**config.mk**
```make
export PLATFORM = sky130hd
export DESIGN_NAME = keypad_scan
export DESIGN_NICKNAME = d
export VERILOG_FILES = /design/src/rtl/keypad_pkg.sv /design/src/rtl/keypad_scan_key_debounce.sv /design/src/rtl/keypad_scan.sv
export SDC_FILE = /design/constraint.sdc
export NUM_CORES = 1
export LEC_CHECK = 0
export ABC_AREA = 1
export CELL_PAD_IN_SITES_DETAIL_PLACEMENT = 1
export CELL_PAD_IN_SITES_GLOBAL_PLACEMENT = 2
export CORE_ASPECT_RATIO = 1.75
export CORE_MARGIN = 2
export CORE_UTILIZATION = 38
export DETAILED_ROUTE_END_ITERATION = 8
export DONT_BUFFER_PORTS = 1
export PLACE_DENSITY_LB_ADDON = 0.1
export SLEW_MARGIN = 20
export SYNTH_ARGS = -nofsm -noshare
export SYNTH_HDL_FRONTEND = slang
export SYNTH_HIERARCHICAL = 1
export SYNTH_SLANG_ARGS = --single-unit
```
**constraint.sdc**
```tcl
create_clock -name clkin -period 3.48 [get_ports clkin]
set_input_delay 0.87 -clock clkin [delete_from_list [all_inputs] [get_ports clkin]]
set_output_delay 0.87 -clock clkin [all_outputs]
set_load 0.005 [all_outputs]
```
**src/rtl/keypad_pkg.sv**
```systemverilog
// Shared definitions for the 4x4 keypad front end: matrix geometry, key index
// type, (row, col) -> index mapping and the lowest-set-bit encoder for key_code.
package keypad_pkg;

    localparam int ROWS = 4;
    localparam int COLS = 4;

    typedef logic [3:0] key_idx_t;

    function automatic key_idx_t key_index(input logic [1:0] r, input logic [1:0] c);
        return {r, c};
    endfunction

    // Lowest index wins so simultaneous presses report a deterministic code.
    function automatic key_idx_t lowest_set(input logic [15:0] v);
        key_idx_t idx;
        idx = 4'd0;
        for (int i = 15; i >= 0; i--) begin
            if (v[i]) begin
                idx = 4'(i);
            end
        end
        return idx;
    endfunction

endpackage

```
**src/rtl/keypad_scan_key_debounce.sv**
```systemverilog
// Single-key debouncer: saturating change counter plus level register, advanced
// only on the key's row sample. rise_o is combinational and is registered by the top.
module key_debounce
    import keypad_pkg::*;
#(
    parameter int DEBOUNCE_SCANS = 4
) (
    input  logic clk_i,
    input  logic rst_ni,
    input  logic sample_en_i,
    input  logic raw_i,
    output logic level_o,
    output logic rise_o
);

    localparam int CW = $clog2(DEBOUNCE_SCANS + 1);
    localparam logic [CW-1:0] CNT_LAST = CW'(DEBOUNCE_SCANS - 1);

    logic [CW-1:0] cnt_q, cnt_d;
    logic          level_q, level_d;

    // Next-state: clear on agreement, count on disagreement, flip on the Nth miss.
    always_comb begin
        cnt_d   = cnt_q;
        level_d = level_q;
        rise_o  = 1'b0;
        if (sample_en_i) begin
            if (raw_i == level_q) begin
                cnt_d = {CW{1'b0}};
            end else if (cnt_q >= CNT_LAST) begin
                cnt_d   = {CW{1'b0}};
                level_d = ~level_q;
                rise_o  = ~level_q;
            end else begin
                cnt_d = cnt_q + CW'(1);
            end
        end else begin
            cnt_d = cnt_q;
        end
    end

    // State registers.
    always_ff @(posedge clk_i or negedge rst_ni) begin
        if (!rst_ni) begin
            cnt_q   <= {CW{1'b0}};
            level_q <= 1'b0;
        end else begin
            cnt_q   <= cnt_d;
            level_q <= level_d;
        end
    end

    assign level_o = level_q;

endmodule

```
**src/rtl/keypad_scan.sv**
```systemverilog
// 4x4 matrix keypad scanner with per-key debounce and press events.
// Optional auto-repeat is built when KEYPAD_AUTOREPEAT_EN is defined.
module keypad_scan
    import keypad_pkg::*;
#(
    parameter int SCAN_DIV       = 50_000,
    parameter int DEBOUNCE_SCANS = 4,
    parameter int REPEAT_DELAY   = 50,
    parameter int REPEAT_RATE    = 10
) (
    input  logic        clkin,
    input  logic        reset_n,
    input  logic [3:0]  col,
    output logic [3:0]  row,
    output logic [15:0] key_level,
    output logic [15:0] key_press,
    output logic        key_valid,
    output logic [3:0]  key_code
);

    if (SCAN_DIV < 4 || DEBOUNCE_SCANS < 1 || REPEAT_RATE < 1 || REPEAT_RATE > REPEAT_DELAY) begin : g_bad_param
        $error("keypad_scan: illegal parameter set");
    end

    localparam int DW = $clog2(SCAN_DIV);

    logic [DW-1:0] dwell_q, dwell_d;
    logic [1:0]    row_idx_q, row_idx_d;
    logic [3:0]    row_q, row_d;
    logic [3:0]    col_meta_q, col_sync_q;
    logic          sample_s;
    logic [15:0]   level_s, rise_s, rep_s, press_d;
    logic [15:0]   key_press_q;
    logic          key_valid_q;
    key_idx_t      key_code_q;

    assign sample_s = (dwell_q == DW'(SCAN_DIV - 1));

    // Row dwell counter and one-hot-low row rotation.
    always_comb begin
        dwell_d   = dwell_q;
        row_idx_d = row_idx_q;
        row_d     = row_q;
        if (sample_s) begin
            dwell_d   = {DW{1'b0}};
            row_idx_d = row_idx_q + 2'd1;
            row_d     = {row_q[2:0], row_q[3]};
        end else begin
            dwell_d = dwell_q + DW'(1);
        end
    end

    // Scan registers plus 2-FF column synchroniser (idle columns read high).
    always_ff @(posedge clkin or negedge reset_n) begin
        if (!reset_n) begin
            dwell_q    <= {DW{1'b0}};
            row_idx_q  <= 2'd0;
            row_q      <= 4'b1110;
            col_meta_q <= 4'hF;
            col_sync_q <= 4'hF;
        end else begin
            dwell_q    <= dwell_d;
            row_idx_q  <= row_idx_d;
            row_q      <= row_d;
            col_meta_q <= col;
            col_sync_q <= col_meta_q;
        end
    end

    for (genvar gr = 0; gr < ROWS; gr++) begin : g_row
        for (genvar gc = 0; gc < COLS; gc++) begin : g_col
            localparam int K = int'(key_index(2'(gr), 2'(gc)));
            logic en_s, raw_s;

            assign en_s  = sample_s && (row_idx_q == 2'(gr));
            assign raw_s = ~col_sync_q[gc];

            key_debounce #(.DEBOUNCE_SCANS(DEBOUNCE_SCANS)) u_deb (
                .clk_i       (clkin),
                .rst_ni      (reset_n),
                .sample_en_i (en_s),
                .raw_i       (raw_s),
                .level_o     (level_s[K]),
                .rise_o      (rise_s[K])
            );
`ifdef KEYPAD_AUTOREPEAT_EN
            localparam int RW = $clog2(REPEAT_DELAY + 1);
            logic [RW-1:0] rep_q, rep_d;
            logic          rep_hit_s;

            // A released-but-not-yet-debounced key (raw low) never repeats.
            assign rep_hit_s = en_s && level_s[K] && raw_s && (rep_q == RW'(REPEAT_DELAY - 1));

            // Held-frame counter; reloads so later repeats come every REPEAT_RATE frames.
            always_comb begin
                rep_d = rep_q;
                if (!level_s[K]) begin
                    rep_d = {RW{1'b0}};
                end else if (en_s) begin
                    if (rep_q == RW'(REPEAT_DELAY - 1)) begin
                        rep_d = RW'(REPEAT_DELAY - REPEAT_RATE);
                    end else begin
                        rep_d = rep_q + RW'(1);
                    end
                end else begin
                    rep_d = rep_q;
                end
            end

            // Repeat counter register.
            always_ff @(posedge clkin or negedge reset_n) begin
                if (!reset_n) begin
                    rep_q <= {RW{1'b0}};
                end else begin
                    rep_q <= rep_d;
                end
            end

            assign rep_s[K] = rep_hit_s;
`else
            assign rep_s[K] = 1'b0;
`endif
        end
    end

    assign press_d = rise_s | rep_s;

    // Registered event outputs.
    always_ff @(posedge clkin or negedge reset_n) begin
        if (!reset_n) begin
            key_press_q <= 16'h0000;
            key_valid_q <= 1'b0;
            key_code_q  <= 4'd0;
        end else begin
            key_press_q <= press_d;
            key_valid_q <= |press_d;
            key_code_q  <= lowest_set(press_d);
        end
    end

    assign row       = row_q;
    assign key_level = level_s;
    assign key_press = key_press_q;
    assign key_valid = key_valid_q;
    assign key_code  = key_code_q;

endmodule

```
==> results of run 1 <==
## through the flow
step           hold slack (ns)  cell area [µm²]  util [%]  cells  worst slack (ns)
3_5_place_dp            0.3494             6344     40.15    939            0.8571
3_3_place_gp            0.3467             6344     40.15    939            0.9260
5_1_grt                 0.1326             6947     43.97    971            0.4479
4_1_cts                 0.1350             6947     43.97    971            0.8131
6_report                0.1589             6947     43.97    971            0.8768
2_1_floorplan           0.3452             6077         -    747            0.8126
## cell families (layout without fill, tap and decap cells)
family | count (synthesis) | after routing
flops | 115 | 115
simple gates | 418 | 418
compound gates | 13 | 13
buf+inv | 159 | 194
fa+ha+maj | 37 | 37
xor+xnor | 5 | 5
## where the power goes
group	internal, mW	switching [mW]	leakage [nW]
clock network	1.14	0.631	0.281
registers	1.35	0.00157	1.55
logic	0.00337	0.0181	1.86
total	2.49	0.651	3.69
## worst max-delay path, delay by kind of cell (launching register included)
family / cells / cell delay [ns]
simple gates: 19 / 1.36
compound gates: 1 / 0.12
buf+inv: 3 / 0.39
fa+ha+maj: 1 / 0.23
flops: 1 / 0.40
## sequential cells by signal (all words and copies together) (netlist names)
signal,flops
g_row.g_col.u_deb/level_o,16
key_press,16
g_row.g_col.u_deb/cnt_q,48
dwell_q,16
col_meta_q,4
row,4
key_code,4
col_sync_q,4
key_valid,1
row_idx_q,2
## metal layers
layer / vias up / part of all wire (%) / global-route usage [%]
met3: 15 / 3.0 / 4.104
met5: - / 0 / 0
li1: 2303 / - / -
met4: 0 / 1.6 / 6.611
met2: 56 / 57 / 34.05
met1: 2294 / 39 / 18.58
## final timing paths
kind	startpoint	end	slack, ns
min in group clkin	col_meta_q[0]$_DFF_PN1_	col_sync_q[0]$_DFF_PN1_	0.35
max reg2reg	dwell_q[0]$_DFF_PN0_	key_code[0]$_DFF_PN0_	0.88
min reg2reg	col_meta_q[0]$_DFF_PN1_	col_sync_q[0]$_DFF_PN1_	0.35
max	dwell_q[0]$_DFF_PN0_	key_code[0]$_DFF_PN0_	0.88
max in group asynchronous	reset_n	col_meta_q[0]$_DFF_PN1_	3.12
min	reset_n	g_row[2].g_col[2].u_deb/cnt_q[2]$_DFFE_PN0P_	0.16
## placed cells by master (no fill, tap or decap), types with 2 or more instances in the layout
cell type / count
dfrtp_1: 104
clkinv_4: 2
clkinv_2: 3
nand2_1: 232
clkinvlp_4: 5
nor2_2: 18
xor2_1: 4
nor4_1: 2
nor2_1: 38
nand4_1: 6
bufinv_16: 3
nor2_4: 17
inv_1: 157
nand2_2: 18
dfstp_2: 11
clkbuf_16: 17
nand3_2: 16
o21ai_0: 4
ha_1: 37
nand3_1: 60
a21oi_1: 7
buf_4: 5
nor3_1: 5
## layout make-up
| cell class | instances | area, µm² |
|---|---|---|
| Sequential cell | 115 | 2892 |
| Inverter | 157 | 589.3 |
| Tap cell | 189 | 236.5 |
| Clock buffer | 19 | 442.9 |
| Clock inverter | 13 | 160.2 |
| Fill cell | 1896 | 8852 |
| Multi-Input combinational cell | 473 | 2589 |
| Timing Repair Buffer | 5 | 37.54 |
==> flow_metrics.tcl, run 1 <==
set metrics [dict create \
    critical_path.max_stage_delay_ns 0.40 \
    antenna_found_initial 0 \
    outcome "completed" \
    syn_area_um2 6077 \
    start_util_pct 38.47 \
    gr-total-overflow 0 \
    ant_nets 0 \
    hold_viol 0 \
    worstSkewPairLatency_ns 0.41 \
    synth_top_family_by_area "simple AND/OR/NAND/NOR gates" \
    power_density_nw_per_um2 452.4 \
    max-cap-violations 0 \
    die_h_um 171.3 \
    synth_cell_types 27 \
    drt_iter0_drc 97 \
    cp_max_fo 8 \
    end_kind "flip-flop" \
    grt_max_degree 116 \
    ctsHoldBuffers 0 \
    cts-root-buf "clkbuf_16" \
    grt_first_pass_wirelength_um 24120 \
    synth-simple-area-share_pct 33.13 \
    grt_pass1_vias 5141 \
    fin_crit_sh_pct 74.80 \
    setup-tns-final_ns 0 \
    synth_top_area_share_pct 42.82 \
    rows 61 \
    drv_slew 0 \
    antennaDiodeCount 0 \
    vias 4668 \
    grt_util_all_layers_pct 17.80 \
    cp_cell_sequence "ha_1 > nand3_1 > nor2_1 > nand2_1 > nor2_1 > buf_4 > nand2_2 > nor2_4 > nand3_2 > inv_1 > inv_1 > nand2_1 > nand2_1 > nand2_1 > nand2_1 > nand2_1 > nand2_1 > nand2_1 > nand2_1 > nand2_1 > nand2_1 > nand2_1 > nand2_1 > a21oi_1" \
    hold_path.class "in -> async" \
    hpwl_um 10170 \
    synth-adder-area-share_pct 7.618 \
    fmax_mhz 384.1 \
    syn_inst 747 \
    synthTopCellsByArea "dfrtp_1 43%, nand2_1 14%, inv_1 9.7%, ha_1 7.6%, nand3_1 4.9%" \
    fp.dieArea_um2 17060 \
    finalClockSkew_ns 0.01231 \
    drive_gt1_share_pct 15.35 \
    drc 0 \
    cp_slowest_cell "dfrtp_1" \
    clock_tree.buffer_depth 2 \
    synth_most_common_cell "nand2_1" \
    synth-seq-cells 115 \
    power_mw 3.143 \
    crit_path_frequent_cell "nand2_1" \
    yosysWarnings 6 \
    rsz0062_at_grt "false" \
    wl_per_cell_um 14.37 \
    cts.repair.resized 0 \
    numClockSinks 115 \
    port_buffers 0 \
    vias_per_cell 4.807 \
    routabilityCongestion 0.7494 \
    worst_pin_slew_ns 0.5063 \
    cts_tree "built" \
    p_leak_nw 3.693 \
    synth-xor-area-share_pct 0.7206 \
    peakVddDrop_mv 0.2269 \
    path_class "reg -> reg" \
    setup_viol 0 \
    dr.pass1.iters 4 \
    ys.flop_type "dfrtp_1" \
    relSlewSlack_pct 66.21 \
    nets 812 \
    area_growth_pct 14.31 \
    ys_top_cells_by_count "232 x nand2_1, 157 x inv_1, 104 x dfrtp_1" \
    syn_nets 790 \
    synth_top_area_cell "dfrtp_1" \
    synth_compound_area_share_pct 1.132 \
    io_pins 47 \
    drt_wl_total_um 13950 \
    post_cts_buffers 0 \
    htree_levels 4 \
    yosysSeqAreaShare_pct 47.58 \
    numCtsBuffers 17 \
    synth_mux_area_share_pct 0 \
    r2r_cells 24 \
    worstPathRequired_ns 3.81 \
    arrival_ns 2.93 \
    die_w_um 99.60 \
    core-area_um2 15800 \
    async_flop_share_pct 100.0 \
    post-route-min-period_ns 2.603 \
    syn_avg_cell_area_um2 8.135 \
    worstSetupStartpointType "flip-flop" \
    synth-edff-count 0 \
    clkTransAtPathRegs_ns 0.06 \
]
No activity file was read; power rests on OpenSTA's default activity.
==> run 2: changes to the inputs <==
- CORE_UTILIZATION: 38 -> 35
- clock period: 3.48 -> 2.1 ns (I/O delays scaled with it)
==> flow_metrics.tcl, run 2 (synthesis results as in run 1) <==
set metrics [dict create \
    nets 909 \
    grt_max_degree 116 \
    dr.pass1.iters 5 \
    routabilityCongestion 0.8303 \
    start_util_pct 35.86 \
    placed_cell_area_um2 6967 \
    outcome "complete, but fails checks" \
    die_w_um 103.6 \
    io_pins 47 \
    reg2reg_from "dwell_q[0]$_DFF_PN0_" \
    clock_tree.buffer_depth 2 \
    grt_pass1_vias 5590 \
    fill_cells 2011 \
    port_buffers 0 \
    fp.dieArea_um2 18480 \
    core-area_um2 16950 \
    rrSetupSlack_ns -0.20 \
    setup_viol 7 \
    path_buf_inv 4 \
    worstPathRequired_ns 2.40 \
    cp_slowest_cell "dfrtp_1" \
    clkTransAtPathRegs_ns 0.06 \
    finish.instance_area_um2 7921 \
    worst_pin_slew_ns 0.4124 \
    hpwl_um 11230 \
    p_leak_nw 4.201 \
    largest-register "g_row.g_col.u_deb/cnt_q" \
    htree_levels 4 \
    r2r_cells 24 \
    numClockSinks 115 \
    max-cap-violations 0 \
    cts_tree "built" \
    dp.cells 1051 \
    antenna_found_initial 0 \
    critical_path.max_stage_delay_ns 0.36 \
    peakVddDrop_mv 0.4343 \
    worstSkewPairLatency_ns 0.42 \
    cp_cell_sequence "ha_2 > nand3_2 > nor2_2 > nand2_2 > nor2_4 > buf_12 > buf_12 > nand2_4 > nor2_4 > nand3_2 > inv_2 > inv_2 > nand2_1 > nand2_1 > nand2_1 > nand2_1 > nand2_1 > nand2_1 > nand2_1 > nand2_1 > nand2_1 > nand2_1 > nand2_1 > a21oi_1" \
    fin_crit_sh_pct 109.6 \
    hold_path.class "in -> async" \
    wl_per_cell_um 13.77 \
    area_growth_pct 30.35 \
    rows 63 \
    path_class "reg -> reg" \
    multi_input_comb_area_um2 2675 \
    drv_slew 0 \
    antennaDiodeCount 0 \
    drive_gt1_share_pct 28.67 \
    ant_nets 0 \
    vias 5077 \
    end_kind "flip-flop" \
    fin_cells 1106 \
    grt_util_all_layers_pct 17.82 \
    cts-root-buf "clkbuf_16" \
    crit_path_start "dwell_q[0]$_DFF_PN0_" \
    violations "hold timing, setup timing" \
    timing.hold.ws_ns -0.1955 \
    final_common_cell "nand2_1" \
    drc 0 \
    post-route-min-period_ns 2.301 \
    drt_iter0_drc 116 \
    timing.rr.end "key_code[0]$_DFF_PN0_" \
    grt_first_pass_wirelength_um 26050 \
    setup-tns-final_ns -0.7835 \
    vias_per_cell 4.590 \
    hold_viol 111 \
    arrival_ns 2.61 \
    worstSetupStartpointType "flip-flop" \
    power_density_nw_per_um2 684.3 \
    regArea_um2 2892 \
    numCtsBuffers 17 \
    die_h_um 178.3 \
    cp_max_fo 5 \
    crit_path_frequent_cell "nand2_1" \
    setup_slack_ns -0.2014 \
    rsz0062_at_grt "true" \
    final_cell_mix "231 x nand2_1, 135 x inv_1, 104 x dfrtp_1" \
    gr-total-overflow 0 \
    largest_register_ffs 48 \
    crit_family "simple AND/OR/NAND/NOR gates" \
    drt_wl_total_um 15230 \
    relSlewSlack_pct 72.47 \
    fmax_mhz 434.5 \
    finalClockSkew_ns 0.007157 \
]
run 2: metal layers:
layer / vias to the layer above / track usage (%) / part of all wire [%] / wire (µm)
met5: - / 0 / 0 / 0
li1: 2514 / - / - / -
met2: 63 / 35.84 / 57 / 8742
met1: 2474 / 17.16 / 37 / 5605
met3: 26 / 4.348 / 3.1 / 469
met4: 0 / 7.038 / 2.7 / 411
run 2: cell type report:
class | instances | area share [%]
flip-flops and latches | 115 | 36.50
repair buffers | 102 | 10.61
clock inverters | 14 | 2.669
clock buffers | 18 | 5.418
multi-input cells | 473 | 33.77
inverters | 157 | 7.440
well taps | 227 | 3.586
run 2: how the worst max path moves through the flow:
stage / endpoint / slack, ns / cells past startpoint
2_1_floorplan: key_code[0]$_DFF_PN0_ / -0.24 / 24
3_3_place_gp: key_code[0]$_DFF_PN0_ / -0.22 / 24
3_5_place_dp: key_code[0]$_DFF_PN0_ / -0.29 / 23
4_1_cts: key_code[0]$_DFF_PN0_ / -0.19 / 25
5_1_grt: key_code[0]$_DFF_PN0_ / -0.43 / 24
6_report: key_code[0]$_DFF_PN0_ / -0.20 / 24
run 2: power by group:
| group | internal [mW] | switching (mW) | leakage [nW] |
|---|---|---|---|
| clock network | 2.10 | 1.05 | 0.298 |
| logic | 0.0128 | 0.0302 | 2.35 |
| registers | 2.23 | 0.00227 | 1.55 |
run 2: what timing repair did:
action | CTS | global route
setup endpoints to repair | 5 | 20
hold endpoints to repair | 115 | 115
gates resized for setup | 21 | 24
pin swaps | 11 | 9
buffers inserted | 11 | 12
run 2: stage by stage:
| step | total power [mW] | setup WS (ns) | hold WS [ns] | utilization (%) |
|---|---|---|---|---|
| global placement | 2.315 | -0.2219 | 0.2338 | 41.11 |
| floorplan | 2.298 | -0.2387 | 0.2294 | - |
| global route | 5.602 | -0.4339 | -0.2184 | 46.74 |
| finish | 5.421 | -0.2014 | -0.1955 | 46.74 |
| detailed placement | 2.316 | -0.2948 | 0.2339 | 41.11 |
| CTS | 5.504 | -0.1889 | -0.2161 | 45.77 |
